[config.mk]
export PLATFORM = sky130hd
export DESIGN_NAME = tetris_ctrl
export DESIGN_NICKNAME = d
export VERILOG_FILES = /design/src/rtl/tetris_ctrl.sv
export SDC_FILE = /design/constraint.sdc
export NUM_CORES = 1
export LEC_CHECK = 0
export CORE_ASPECT_RATIO = 0.7
export CORE_MARGIN = 5
export CORE_UTILIZATION = 29
export DETAILED_ROUTE_END_ITERATION = 8
export HOLD_SLACK_MARGIN = 0.05
export MAX_ROUTING_LAYER = met4
export SETUP_SLACK_MARGIN = 0.4
export SLEW_MARGIN = 20
export SYNTH_ARGS = -nofsm -noshare
export SYNTH_HDL_FRONTEND = slang
export SYNTH_SLANG_ARGS = --single-unit
export TNS_END_PERCENT = 1
[constraint.sdc]
create_clock -name clka -period 3.75 [get_ports clka]
set_input_delay 0.375 -clock clka [delete_from_list [all_inputs] [get_ports clka]]
set_output_delay 0.375 -clock clka [all_outputs]
set_load 0.01 [all_outputs]
[src/rtl/tetris_ctrl.sv]
// -----------------------------------------------------------------------------
// tetris_ctrl
//
// Game-control sequencer sitting directly upstream of the tetris datapath.
// It produces the state code the datapath decodes, converts raw button
// levels into single-cycle move codes, paces gravity with a tick counter and
// holds the architectural registers (board, piece, location, rotation) that
// the datapath reads and then rewrites through its *_in outputs.
//
// Parameters
//   DROP_TICKS    MOVE-state cycles between gravity steps (>= 2)
//   CNT_W         width of the gravity counter and of pieces_placed
//
// Ports
//   clka          system clock, every register updates on the rising edge
//   restart       synchronous active-high reset
//   btn_left      left button level
//   btn_right     right button level
//   btn_rotate    rotate button level
//   piece_in      piece type offered by the datapath (taken in GEN)
//   location_in   next location computed by the datapath
//   rotation_in   next rotation computed by the datapath
//   board_in      next board computed by the datapath
//   touched       datapath reports the piece has landed (valid on step only)
//   error_in      datapath redraw error (examined in CLEAR)
//   state         GEN=0 MOVE=1 LAND=2 CLEAR=3 NEWBOARD=4 GAMEOVER=5
//   move          0=none/gravity 1=left 2=right 3=rotate
//   step          datapath update strobe
//   curr_piece    registered current piece
//   location      registered piece location
//   rotation      registered piece rotation
//   board         registered board, bit = row*4+col, row 0 at the top
//   game_over     high while in GAMEOVER
//   pieces_placed saturating count of landed pieces
// -----------------------------------------------------------------------------
module tetris_ctrl #(
  parameter int DROP_TICKS = 16,
  parameter int CNT_W      = 8
) (
  input  logic             clka,
  input  logic             restart,
  input  logic             btn_left,
  input  logic             btn_right,
  input  logic             btn_rotate,
  input  logic [1:0]       piece_in,
  input  logic [4:0]       location_in,
  input  logic [1:0]       rotation_in,
  input  logic [31:0]      board_in,
  input  logic             touched,
  input  logic             error_in,
  output logic [2:0]       state,
  output logic [1:0]       move,
  output logic             step,
  output logic [1:0]       curr_piece,
  output logic [4:0]       location,
  output logic [1:0]       rotation,
  output logic [31:0]      board,
  output logic             game_over,
  output logic [CNT_W-1:0] pieces_placed
);

  // State codes are fixed by the datapath's decoder.
  localparam logic [2:0] ST_GEN      = 3'd0;
  localparam logic [2:0] ST_MOVE     = 3'd1;
  localparam logic [2:0] ST_LAND     = 3'd2;
  localparam logic [2:0] ST_CLEAR    = 3'd3;
  localparam logic [2:0] ST_NEWBOARD = 3'd4;
  localparam logic [2:0] ST_GAMEOVER = 3'd5;

  localparam logic [1:0] MV_NONE   = 2'd0;
  localparam logic [1:0] MV_LEFT   = 2'd1;
  localparam logic [1:0] MV_RIGHT  = 2'd2;
  localparam logic [1:0] MV_ROTATE = 2'd3;

  // Counter value on which a gravity step is issued.
  localparam logic [CNT_W-1:0] TICK_LAST = CNT_W'(DROP_TICKS - 1);
  localparam logic [CNT_W-1:0] TICK_ONE  = CNT_W'(1);

  // Spawn columns: narrow pieces (types 0,1) start further left.
  localparam logic [4:0] LOC_SPAWN_NARROW = 5'd1;
  localparam logic [4:0] LOC_SPAWN_WIDE   = 5'd5;

  logic [CNT_W-1:0] tick_cnt;
  logic [1:0]       pending;     // accepted move waiting for its step cycle
  logic             btn_left_q;
  logic             btn_right_q;
  logic             btn_rotate_q;

  logic             in_move;
  logic             action_step;
  logic             gravity_step;
  logic [1:0]       edge_code;

  // ---------------------------------------------------------------------------
  // Output decode: purely from registers, so move/step are valid for the
  // whole cycle and never depend on the raw button inputs.
  // ---------------------------------------------------------------------------
  assign in_move      = (state == ST_MOVE);
  assign action_step  = in_move && (pending != MV_NONE);
  // A pending action steals the terminal tick; gravity then fires on the
  // next cycle because the counter holds at TICK_LAST.
  assign gravity_step = in_move && (pending == MV_NONE) && (tick_cnt == TICK_LAST);

  assign step      = action_step || gravity_step;
  assign move      = action_step ? pending : MV_NONE;
  assign game_over = (state == ST_GAMEOVER);

  // ---------------------------------------------------------------------------
  // Button rising edges with rotate > right > left priority. Losing edges are
  // simply not encoded, which drops them.
  // ---------------------------------------------------------------------------
  // NOTE: every always_comb output gets a default first so no path leaves it
  // unassigned; an unassigned path would infer a latch.
  always_comb begin
    edge_code = MV_NONE;
    if (btn_rotate && !btn_rotate_q)
      edge_code = MV_ROTATE;
    else if (btn_right && !btn_right_q)
      edge_code = MV_RIGHT;
    else if (btn_left && !btn_left_q)
      edge_code = MV_LEFT;
  end

  // ---------------------------------------------------------------------------
  // Sequencer and architectural registers
  // ---------------------------------------------------------------------------
  // NOTE: sequential state uses non-blocking assignments so every register
  // samples the pre-edge values, independent of statement order.
  always_ff @(posedge clka) begin
    if (restart) begin
      state         <= ST_NEWBOARD;
      board         <= '0;
      curr_piece    <= '0;
      location      <= '0;
      rotation      <= '0;
      pieces_placed <= '0;
      tick_cnt      <= '0;
      pending       <= MV_NONE;
      btn_left_q    <= 1'b0;
      btn_right_q   <= 1'b0;
      btn_rotate_q  <= 1'b0;
    end else begin
      // Button history tracks the levels in every state so that a button
      // held across a state change does not produce a late edge.
      btn_left_q   <= btn_left;
      btn_right_q  <= btn_right;
      btn_rotate_q <= btn_rotate;

      case (state)
        ST_NEWBOARD: begin
          board <= '0;
          state <= ST_GEN;
        end

        ST_GEN: begin
          curr_piece <= piece_in;
          rotation   <= 2'd0;
          location   <= (piece_in < 2'd2) ? LOC_SPAWN_NARROW : LOC_SPAWN_WIDE;
          tick_cnt   <= '0;
          state      <= ST_MOVE;
        end

        ST_MOVE: begin
          if (step) begin
            // Action and gravity steps capture the datapath result alike.
            location <= location_in;
            rotation <= rotation_in;
            board    <= board_in;
            pending  <= MV_NONE;
            if (gravity_step)
              tick_cnt <= '0;
            // touched is only meaningful alongside a step.
            if (touched)
              state <= ST_LAND;
          end else begin
            tick_cnt <= tick_cnt + TICK_ONE;
          end

          // A new edge is accepted only while nothing is queued; it may
          // arrive during a gravity step, which leaves pending clear.
          if ((pending == MV_NONE) && (edge_code != MV_NONE))
            pending <= edge_code;
        end

        ST_LAND: begin
          board   <= board_in;
          pending <= MV_NONE;
          if (pieces_placed != '1)
            pieces_placed <= pieces_placed + TICK_ONE;
          state   <= ST_CLEAR;
        end

        ST_CLEAR: begin
          board <= board_in;
          // Anything left in the top row, or a redraw fault, ends the game.
          if ((board_in[3:0] != 4'd0) || error_in)
            state <= ST_GAMEOVER;
          else
            state <= ST_GEN;
        end

        ST_GAMEOVER: begin
          board <= 32'hFFFF_FFFF;
        end

        default: begin
          state <= ST_NEWBOARD;
        end
      endcase
    end
  end

endmodule
# After elaboration in Yosys (flattened, before gate mapping)
# Index checks and enable logic that the tools add are counted.
word_totals:
  ff_bits: 65
  out_inout_bits: 56
  wordCells: 74
  in_bits: 48
op_classes:
  eq_ne: 11
  n_addsub: 2
  magnitude_cmp: 1
  n_bitwise: 1
  mux: 21
  n_reduce_logical: 27
ops:
  columns: ["operator", "n"]
  rows:
  - ["$pmux W32 S4", 1]
  - ["$mux W32", 1]
  - ["$pmux W3 S6", 1]
  - ["$add A8 B1 Y8 const B", 2]
  - ["$mux W8", 2]
  - ["$pmux W8 S2", 1]
  - ["$mux W2", 6]
  - ["$mux W3", 4]
  - ["$pmux W5 S2", 1]
  - ["$reduce_and A2 Y1", 5]
  - ["$eq A8 B4 Y1 const B", 1]
  - ["$ne A8 B8 Y1 const B", 1]
  - ["$pmux W2 S2", 2]
  - ["$reduce_bool A2 Y1", 4]
  - ["$reduce_bool A4 Y1", 2]
  - ["$logic_and A1 B1 Y1", 7]
  - ["$eq A3 B2 Y1 const B", 2]
  - ["$eq A3 B3 Y1 const B", 2]
  - ["$ne A3 B2 Y1 const B", 2]
  - ["$mux W5", 1]
  - ["$ne A2 B2 Y1 const B", 2]
  - ["$eq A3 B1 Y1 const B", 1]
  - ["$logic_not A1 Y1", 3]
  - ["$logic_not A3 Y1", 1]
  - ["7 further kinds", 8]

# Longest topological paths before layout
logic_depth:
  depth_word: 9
  depth_mapped: 7
  depth_no_buf: 5

# Least setup slack after synthesis
# No wires, ideal clock.
synth_path:
  path_type: "register -> output"
  start: "register tick_cnt[0]"
  end: "output step"
  setup_slack_ns: 1.814
  t_arrival_ns: 1.561
  required_ns: 3.375
  path_buffers: 2
  path_stages_with_launch: 7
  cell_sequence: "dfxtp_1 -> ha_1 -> and3_1 -> clkbuf_1 -> a21oi_2 -> clkbuf_1 -> nor2_1"
synth_via:
  elab_chain_cells: 3
synth_rtl:
  columns: ["element", "line_no", "source"]
  rows:
  - ["start, declared", "83", "logic [CNT_W-1:0] tick_cnt;"]
  - ["start signal, assigned", "176", "tick_cnt <= tick_cnt + TICK_ONE;"]
  - ["$eq A8 B4 Y1", "102", "assign gravity_step = in_move && (pending == MV_NONE) && (tick_cnt == TICK_LAST);"]
  - ["$logic_and A1 B1 Y1", "102", null]
  - ["$logic_or A1 B1 Y1", "104", "assign step = action_step || gravity_step;"]
  - ["end, declared", "53", "output logic step,"]
# No other way between the ends.

# Worst setup path after layout
layout_path:
  start: "register state[0]"
  end: "output move[0]"
layout_via:
  elab_chain_cells: 3
layout_rtl:
  columns: ["element", "line_no", "source"]
  rows:
  - ["start, declared", "51", "output logic [2:0] state,"]
  - ["start signal, assigned", "131", "state <= ST_NEWBOARD;"]
  - ["start signal, assigned", "152", "state <= ST_GEN;"]
  - ["start signal, assigned", "160", "state <= ST_MOVE;"]
  - ["$eq A3 B1 Y1", "98", "assign in_move = (state == ST_MOVE);"]
  - ["$logic_and A1 B1 Y1", "99", "assign action_step = in_move && (pending != MV_NONE);"]
  - ["$mux W2", "105", "assign move = action_step ? pending : MV_NONE;"]
  - ["end, declared", "52", "output logic [1:0] move,"]
# No other way between the ends.

==> impl_metrics.ini <==
[finish]
syn2layout_area_growth_pct = 41.1
fill_cells = 1075
postLayoutCoreUtil = 0.424
most-common-layout-cells = clkdlybuf4s50_1, nor3_1, dfxtp_1
diodes = 0
drive_gt1_frac = 0.0646
fin_nets = 525
final_common_cell = clkdlybuf4s50_1

[sta]
final_sum_of_negative_setup_slack_ns = 0
timing.hold.ws_ns = 0.469
fin_skew_ns = 0.00469
finalSetupViolCount = 0
count_of_endpoints_failing_hold_in_the_final_timing_report = 0
timing_worst_slew_pin_value_ns = 1.05
clock.fmax_ghz = 0.322
finalMaxSlewViolations = 0
postLayoutSetupSlackWorst_ns = 0.641
layout_worst_path_cycle_share = 0.829
grt_setup_unrepaired = no
max-slew-margin-rel = 0.294
final.min_clock_period_ns = 3.11

[setup_path]
crit_slowest_cell = nor2b_2
ff2ff_setup_slack_ns = 1.29
critPathTopFamily = simple AND/OR/NAND/NOR gates
worst_setup_path_startpoint = state[0]
r2r_start = state[1]
worstPathCellList = nor2b_2 > and3_1 > clkdlybuf4s50_1
worst-r2r-cell-count = 4
required_time_of_the_critical_path_ns = 3.38
path_depth = 3
critical_path.reg2reg.endpoint = pieces_placed[5]
critPathArrivalTime_ns = 2.73
worst_setup_ep = move[0]
max_stage_delay_ns = 0.93
setup.worst_path.class = register to output pin
endpoint_kind = output pin
critPathBufInv = 1
crit_path_start_kind = register
critical_path_peak_fanout = 25

[global_route]
grt_max_degree = 42
grt_util_all_layers = 0.159
grt_pass1_vias = 3350
globalRoute.totalOverflow = 0
grt-busiest-layer = met2
grt.met3_usage = 0.0481
gr-usage-met1 = 0.220
met2_usage = 0.220
first_pass_grt_wire_length_um = 17500
grt_antenna_before_repair = 0

[synth]
synthesis.area_mm2 = 0.00336
synth.area.mux_share = 0.0387
post_synth.cell_area_avg_um2 = 8.48
synth.ff_latch_count = 65
yosysWarningCount = 0
synth-edff-count = 0
synth_cells = 396
ys.flop_type = dfxtp_1
synthesis.nets = 446
synth_cell_types = 51
synth-compound-area-share = 0.221
asyncSetResetFlopFracSynth = 0
synth_sequential_area_ratio = 0.387
synth_top_family_by_area = simple AND/OR/NAND/NOR gates
synthSimpleGateAreaFrac = 0.272
synthXorXnorAreaFrac = 0.0183
yosys.area_share.adder = 0.00745

[drt]
detail_route.drc_violations = 0
antenna_violation_net_count_after_detailed_routing = 0
route.vias.total = 3537
drt_pre_antenna_iters = 5
routed_wl_um = 11000
vias_per_instance = 5.59
first_iter_violations = 301
wl_per_cell_um = 17.4

[power_and_ir_drop]
vdd.ir_drop.worst_mv = 0.226
combinationalPowerShare = 0.224
power.internal_mw = 1.49
seqPwrFrac = 0.377
power.switching_fraction = 0.286
power.share.clock = 0.399
p_total_mw = 2.09
power_leakage_nw = 1.62
power_dens_cells_mw_per_mm2 = 441
p_switching_mw = 0.597

[clock_network]
worstSkewPairLatency_ns = 0.33
cts_root_buf = clkbuf_16
htree_num_levels = 3
cts_hold_repair.buffers = 0
clk_pin_slew_worst_paths_ns = 0.05
cts_inserted_buffers = 9
post_cts_resized = 0
cts_tree = built
cts_num_sinks = 65
postCtsSetupBuffers = 0
cts_max_path_buffers = 2

[run]
maxCapViolations = 0

[floorplanning]
number_of_ports_placed_on_the_die_boundary = 104
floorplan.initialDensity = 0.301
dieHeight_um = 100
chipWidth_um = 139
core_area_mm2 = 0.0112
rows = 32
floorplan.die_area_mm2 = 0.0139

[placed_design]
gpl_congestion = 0.814
place_ws_ns = 0.968
portBuffers = 103
hpwl_um = 7460

[run_status]
status = completed

[worst_hold_path]
hold_class = register to register
-- synthesized netlist by cell type, drive strengths merged (2+ instances only) --
master,n,share of area
nor3b,3,0.0067
o2111ai,2,0.0052
ha,2,0.0075
buf,12,0.022
nor2,17,0.019
o211ai,4,0.0089
nand2,12,0.013
xnor2,4,0.010
and3,4,0.0075
nand3,6,0.0089
a21oi,26,0.040
nand4,3,0.0056
a31oi,3,0.0056
nor3,84,0.13
inv,4,0.0045
mux2i,13,0.039
clkbuf,26,0.029
and4,2,0.0052
o31ai,3,0.0067
or2,3,0.0056
xor2,3,0.0078
nor2b,8,0.015
or3,2,0.0037
a22o,8,0.021
a2111oi,3,0.014
a221oi,21,0.055
a21o,2,0.0045
nor4,22,0.045
o21ai,7,0.014
dfxtp,65,0.39
a211o,11,0.029
-- worst min path at each step --
stage / startpoint / depth (start not counted) / to
6_report: location[1] / 1 / location[1]
5_1_grt: location[4] / 1 / location[4]
2_1_floorplan: pending[1] / 2 / pending[1]
3_3_place_gp: rotation[1] / 1 / rotation[1]
4_1_cts: location[1] / 1 / location[1]
3_5_place_dp: location[1] / 1 / location[1]
-- cell families (layout without fill, tap and decap cells) --
kind of cell / after synthesis / in the layout
fa+ha+maj: 2 / 2
simple gates: 170 / 170
mux: 13 / 13
xor+xnor: 7 / 7
buf+inv: 42 / 126
compound gates: 97 / 97
flops: 65 / 65
-- stage by stage --
step | instances | area, um2
floorplan | 396 | 3360
global placement | 617 | 4450
detailed placement | 617 | 4450
CTS | 633 | 4740
global route | 633 | 4740
finish | 633 | 4740
-- per-layer routing --
metal | part of all wire | wire, um
met1 | 0.48 | 5320
met2 | 0.42 | 4650
met3 | 0.082 | 908
met4 | 0.015 | 163
met5 | 0 | 0
-- power groups by stage --
stage	combinational (mW)	sequential, mW	clock (mW)
after floorplan	0.260	0.805	0
after global placement	0.457	0.797	0
after detailed placement	0.468	0.800	0
after CTS	0.470	0.785	0.854
after global routing	0.507	0.793	0.886
final	0.467	0.787	0.833
-- final cells by class --
type                       count  area [um2]  share of cell area
clock inverter                 3        40.0             0.00845
inverter                       4        15.0             0.00317
sequential                    65        1300               0.275
clock buffer                  13         250              0.0528
multi-input combinational    289        1890               0.399
timing repair buffer         106        1050               0.221
tap                          153         191              0.0404
-- registers in the layout, summed over array words and instances (netlist names) --
register and flops:
tick_cnt 8, btn_left_q 1, board 32, btn_rotate_q 1, curr_piece 2, rotation 2, location 5, state 3
pieces_placed 8, pending 2, btn_right_q 1
(Power assumes the default switching activity.)
